### src/rtl/lightcube_pkg.sv
// Shared constants and the loader state type for the LED cube frame path.
package lightcube_pkg;

    localparam int CUBE_ROWS = 64;
    localparam int ROW_BITS  = 8;
    localparam int ADDR_BITS = 6;

    localparam logic [7:0] HEADER_DEFAULT = 8'hA5;

    typedef enum logic [1:0] {
        IDLE   = 2'd0,
        LOAD   = 2'd1,
        CHECK  = 2'd2,
        COMMIT = 2'd3
    } loader_state_t;

endpackage

### src/rtl/cube_frame_bank.sv
// Double-buffered cube image: writes go to the back bank, swap flips which
// bank is shown, so a half-written frame is never on the output.
module cube_frame_bank
    import lightcube_pkg::*;
(
    input  logic                 clk,
    input  logic                 rst,
    input  logic [ADDR_BITS-1:0] wr_addr,
    input  logic [ROW_BITS-1:0]  wr_data,
    input  logic                 wr_en,
    input  logic                 swap,
    output logic [ROW_BITS-1:0]  frame_cube [CUBE_ROWS]
);

    logic [ROW_BITS-1:0] bank0 [CUBE_ROWS];
    logic [ROW_BITS-1:0] bank1 [CUBE_ROWS];
    logic                sel;   // 0: bank0 is front, 1: bank1 is front

    // Bank storage and front-bank select; writes always land in the back bank.
    always_ff @(posedge clk) begin
        if (rst) begin
            sel <= 1'b0;
            for (int i = 0; i < CUBE_ROWS; i++) begin
                bank0[i] <= '0;
                bank1[i] <= '0;
            end
        end else begin
            if (wr_en) begin
                if (sel) begin
                    bank0[wr_addr] <= wr_data;
                end else begin
                    bank1[wr_addr] <= wr_data;
                end
            end
            if (swap) begin
                sel <= ~sel;
            end
        end
    end

    // Front-bank read-out.
    always_comb begin
        for (int i = 0; i < CUBE_ROWS; i++) begin
            frame_cube[i] = sel ? bank1[i] : bank0[i];
        end
    end

endmodule

### src/rtl/cube_frame_loader.sv
// Byte-stream frame loader for the LED cube: HEADER, 64 row bytes, XOR
// checksum. A good frame is swapped to the front bank; a bad or stalled
// frame is dropped with a frame_err pulse.
//
// Handshake: a byte is consumed on a rising edge only when in_valid and
// in_ready are both 1; the source may hold in_valid high, and in_ready is
// low only during the one-cycle COMMIT and while rst is high.
module cube_frame_loader
    import lightcube_pkg::*;
#(
    parameter logic [7:0]  HEADER         = HEADER_DEFAULT,
    parameter logic [15:0] TIMEOUT_CYCLES = 16'd50000
) (
    input  logic                clk,
    input  logic                rst,
    input  logic [ROW_BITS-1:0] in_data,
    input  logic                in_valid,
    output logic                in_ready,
    output logic [ROW_BITS-1:0] frame_cube [CUBE_ROWS],
    output logic                frame_done,
    output logic                frame_err
);

    loader_state_t        state, state_next;
    logic [ADDR_BITS-1:0] idx, idx_next;
    logic [ROW_BITS-1:0]  acc, acc_next;
    logic [15:0]          tmo, tmo_next;
    logic                 done_next, err_next;
    logic                 wr_en, swap;
    logic                 accept, tmo_hit;

    assign in_ready = !rst && (state != COMMIT);
    assign accept   = in_valid && in_ready;
    assign tmo_hit  = (tmo == TIMEOUT_CYCLES - 16'd1);

    // State, index, checksum, idle counter and the registered status pulses.
    always_ff @(posedge clk) begin
        if (rst) begin
            state      <= IDLE;
            idx        <= '0;
            acc        <= '0;
            tmo        <= '0;
            frame_done <= 1'b0;
            frame_err  <= 1'b0;
        end else begin
            state      <= state_next;
            idx        <= idx_next;
            acc        <= acc_next;
            tmo        <= tmo_next;
            frame_done <= done_next;
            frame_err  <= err_next;
        end
    end

    // Frame parser: next state, back-bank write, swap and pulse requests.
    always_comb begin
        state_next = state;
        idx_next   = idx;
        acc_next   = acc;
        tmo_next   = tmo;
        done_next  = 1'b0;
        err_next   = 1'b0;
        wr_en      = 1'b0;
        swap       = 1'b0;

        case (state)
            IDLE: begin
                tmo_next = '0;
                if (accept && in_data == HEADER) begin
                    state_next = LOAD;
                    idx_next   = '0;
                    acc_next   = '0;
                end
            end
            LOAD: begin
                if (accept) begin
                    // A HEADER value here is just data: no mid-frame resync.
                    wr_en    = 1'b1;
                    acc_next = acc ^ in_data;
                    tmo_next = '0;
                    if (idx == ADDR_BITS'(CUBE_ROWS - 1)) begin
                        state_next = CHECK;
                        idx_next   = '0;
                    end else begin
                        idx_next = idx + ADDR_BITS'(1);
                    end
                end else if (tmo_hit) begin
                    state_next = IDLE;
                    err_next   = 1'b1;
                    tmo_next   = '0;
                end else begin
                    tmo_next = tmo + 16'd1;
                end
            end
            CHECK: begin
                if (accept) begin
                    tmo_next = '0;
                    if (in_data == acc) begin
                        state_next = COMMIT;
                    end else begin
                        state_next = IDLE;
                        err_next   = 1'b1;
                    end
                end else if (tmo_hit) begin
                    state_next = IDLE;
                    err_next   = 1'b1;
                    tmo_next   = '0;
                end else begin
                    tmo_next = tmo + 16'd1;
                end
            end
            COMMIT: begin
                swap       = 1'b1;
                done_next  = 1'b1;
                state_next = IDLE;
            end
            default: begin
                state_next = IDLE;
            end
        endcase
    end

    cube_frame_bank u_bank (
        .clk        (clk),
        .rst        (rst),
        .wr_addr    (idx),
        .wr_data    (in_data),
        .wr_en      (wr_en),
        .swap       (swap),
        .frame_cube (frame_cube)
    );

endmodule

### config.mk
export PLATFORM = sky130hd
export DESIGN_NAME = cube_frame_loader
export DESIGN_NICKNAME = d
export VERILOG_FILES = /design/src/rtl/lightcube_pkg.sv /design/src/rtl/cube_frame_bank.sv /design/src/rtl/cube_frame_loader.sv
export SDC_FILE = /design/constraint.sdc
export NUM_CORES = 2
export LEC_CHECK = 0
export BUFFER_PORTS_ARGS = -buffer_cell sky130_fd_sc_hd__buf_2
export CAP_MARGIN = 20
export CORE_MARGIN = 3
export CORE_UTILIZATION = 55
export CTS_BUF_LIST = sky130_fd_sc_hd__clkbuf_8
export CTS_CLUSTER_DIAMETER = 50
export CTS_CLUSTER_SIZE = 25
export DETAILED_ROUTE_END_ITERATION = 8
export GPL_TIMING_DRIVEN = 0
export PLACE_DENSITY = 0.86
export SYNTH_ARGS = -nofsm -noshare
export SYNTH_HDL_FRONTEND = slang
export SYNTH_SLANG_ARGS = --single-unit
### constraint.sdc
create_clock -name clk -period 2.1 [get_ports clk]
set_input_delay 0.21 -clock clk [delete_from_list [all_inputs] [get_ports clk]]
set_output_delay 0.21 -clock clk [all_outputs]
set_load 0.02 [all_outputs]
==> flow_metrics.py <==
metrics = {
    "logic_synthesis": {
        "postSynthAreaPerCell_sq_um": 14.41,
        "seq_area_frac_synth_pct": 66.22,
        "synth_top_area_cell": "edfxtp_1",
        "synthMuxAreaShare_pct": 12.14,
        "synth_top_area_share_pct": 64.75,
        "synth-compound-area-share_pct": 0.7113,
        "synth_warnings": 0,
        "synth-adder-area-share_pct": 0.2108,
        "synth_area_leaders": "edfxtp_1 (65%), and2_1 (14%), mux2_2 (12%)",
        "synthesis.nets": 3315,
        "ys_ff_latch": 1059,
        "yosys-top-cells-count": "and2_1 (1,025), edfxtp_1 (1,024), mux2_2 (512)",
        "synth_area_sq_mm": 0.04749,
        "synth-main-ff-cell": "edfxtp_1",
        "synth.most_common_cell": "and2_1",
        "async_flop_share_pct": 0,
        "synthSimpleGateAreaFrac_pct": 18.43,
        "synth_xor_area_share_pct": 0.3873,
        "synth_top_family_by_area": "simple AND/OR/NAND/NOR gates",
        "synth_cell_types": 50,
        "synth_edf_count": 1024,
        "synthCells": 3296,
    },
    "floorplanning": {
        "core_sq_mm": 0.08541,
        "fp.dieH_microns": 299.9,
        "start_util_pct": 55.60,
        "rows": 107,
        "io-pin-count": 526,
        "dieWidth_microns": 299.9,
        "die-area_sq_mm": 0.08991,
    },
    "cells_and_area": {
        "utilization_pct": 67.71,
        "syn_to_final_growth_pct": 21.77,
        "ff_latch_area_sq_mm": 0.03146,
        "instances_no_fill": 5291,
        "fin_nets": 4066,
        "nFillCells": 5736,
        "drive_above_1_share_pct": 41.67,
        "multiInputGateArea_sq_mm": 0.01655,
    },
    "place": {
        "dp_slack_ns": -1.163,
        "dp_hpwl_mm": 102.0,
        "dpl.cell_count": 4979,
        "gp_congestion": 0.8962,
        "port_buffers": 524,
    },
    "grt": {
        "grt_pass1_vias": 30422,
        "grt_pass1_wl_mm": 209.1,
        "antenna_found_initial": 9,
        "grt_max_degree": 23,
        "track_usage_pct": 32.52,
        "grt.overflow.total": 0,
    },
    "detailed_routing": {
        "drt_iter0_markers": 3739,
        "detail-route-antenna-nets": 0,
        "route.detailed.drc": 0,
        "firstDrtPassIters": 5,
        "avgViaCountPerCell": 5.857,
        "drt_wl_total_mm": 151.5,
        "vias": 30988,
        "wl_per_cell_microns": 28.63,
    },
    "power_and_ir_drop": {
        "p_per_area_mw_per_mm2": 754.1,
        "vdd_drop_max_uv": 564.6,
        "total_power_mw": 43.61,
        "leakagePower_nw": 21.22,
    },
    "setup_path": {
        "critPathMaxFanout": 10,
        "worstPathCellList": "clkbuf_16, clkbuf_16, buf_12, mux2_2, buf_2",
        "arrival_ns": 2.28,
        "max_stage_delay_ns": 0.40,
        "start_kind": "register",
        "r2r_slack_ns": -0.25,
        "endpoint_kind": "output pin",
        "cp.required_ns": 1.89,
        "worst_path_max_delay_cell": "dfxtp_4",
        "setup.worst_path.class": "reg -> out",
        "crit_path_frequent_cell": "clkbuf_16",
    },
    "clocking": {
        "clk_latency_ns": 0.77,
        "cts_buffer_depth": 3,
        "cts.sinks": 1059,
        "h-tree-depth": 3,
        "root_buffer": "clkbuf_8",
        "cts_tree": "done",
        "clk_pin_slew_ns": 0.09,
        "cts_buffers": 102,
    },
    "timing": {
        "drv_slew": 0,
        "setup_viol": 1655,
        "rsz0062_at_grt": "true",
        "min_period_over_period_pct": 118.5,
        "setup_ws_ns": -0.3887,
        "relSlewSlack_pct": 20.38,
        "max_slew.worst_pin.slew_ns": 1.194,
        "finalHoldViolCount": 0,
        "fmaxAchievable_mhz": 401.8,
        "fin_crit_ns": 2.489,
        "hold_ws_ns": 0.1608,
        "skew_ns": 0.05065,
    },
    "worst_hold_path": {
        "hp-class": "in -> reg",
    },
    "outcome": {
        "violations": "negative setup slack",
        "status": "finished, violations left",
    },
    "job": {
        "drv_cap": 0,
    },
}
-- routing by layer --
layer	GRT usage (%)	routed length [microns]
met5	0	44
met4	14.90	7356
met3	7.575	15890
met2	53.82	74060
met1	40.91	54100
-- cell families (layout without fill, tap and decap cells) --
logic type	count (synthesis)	after routing
simple gates	1433	1433
xor+xnor	21	21
mux	512	512
other cells	0	12
buf+inv	215	1054
compound gates	48	48
flops	1059	1059
fa+ha+maj	8	8
-- worst paths after layout --
path | start | to | depth (start not counted)
setup / recovery | u_bank.sel | frame_cube[449] | 5
setup reg to reg | state[1] | u_bank.bank1[55][2] | 7
hold reg to reg | acc[2] | acc[2] | 1
hold / removal | rst | state[1] | 4
-- registers in the layout, summed over array words and instances, names as in the netlist --
| name | cells |
|---|---|
| frame_err | 1 |
| u_bank.bank0 | 512 |
| state | 2 |
| idx | 6 |
| u_bank.sel | 1 |
| acc | 8 |
| u_bank.bank1 | 512 |
| frame_done | 1 |
| tmo | 16 |
-- stage by stage --
stage	area, sq um	setup TNS [ns]
final	57830	-292.98
after global routing	57810	-377.33
after CTS	56410	-470.82
after detailed placement	52160	-1629.59
after global placement	51910	-1853.24
after floorplan	47860	-3.286
-- area by class of cell --
| class | count | area share, % |
|---|---|---|
| antenna | 12 | 0.05192 |
| buffer | 208 | 2.830 |
| clock buffer | 104 | 2.475 |
| clock inverter | 88 | 1.670 |
| inverter | 5 | 0.03678 |
| multi-input combinational | 2022 | 28.62 |
| sequential | 1059 | 54.41 |
| tap | 1144 | 2.475 |
| timing repair buffer | 649 | 7.436 |
-- placed cells by master, fill, tap and decap left out, types with 7 or more instances in the layout --
master / instances
mux2_2: 412
nor3_1: 7
clkinvlp_4: 14
nand3_1: 10
xnor2_1: 16
a311oi_1: 8
and2_1: 1025
inv_8: 12
or2_4: 103
o21ai_0: 9
diode_2: 12
nor2_1: 27
nand2_2: 24
buf_6: 86
a21oi_1: 16
nor2_4: 95
inv_1: 7
buf_4: 111
buf_12: 29
nand4_1: 8
mux2_4: 100
edfxtp_1: 1024
dfxtp_1: 30
clkinv_4: 11
or2_2: 25
dlygate4sd3_1: 9
clkbuf_16: 8
inv_6: 14
buf_8: 18
nand2_1: 24
buf_2: 446
nand2b_1: 12
clkinv_8: 13
clkbuf_1: 129
nor2_2: 30
clkbuf_8: 110
-- critical path: cells and delay by family (launching register included) --
family / cells / cell delay, ns
buf+inv: 4 / 0.73
flops: 1 / 0.40
mux: 1 / 0.39
-- repair_timing --
action | CTS | global route
hold buffers | 9 | 0
pin swaps | 8 | 46
endpoints found under the hold margin | 9 | 0
gates cloned | 7 | 2
resized for setup | 450 | 219
setup endpoints to repair | 2524 | 2555
setup buffers | 13 | 79
-- power by group --
part | switching (mW) | internal (mW)
Clock | 8.49 | 5.89
Combinational | 3.16 | 1.66
Sequential | 0.337 | 24.1
(Power assumes the default switching activity.)
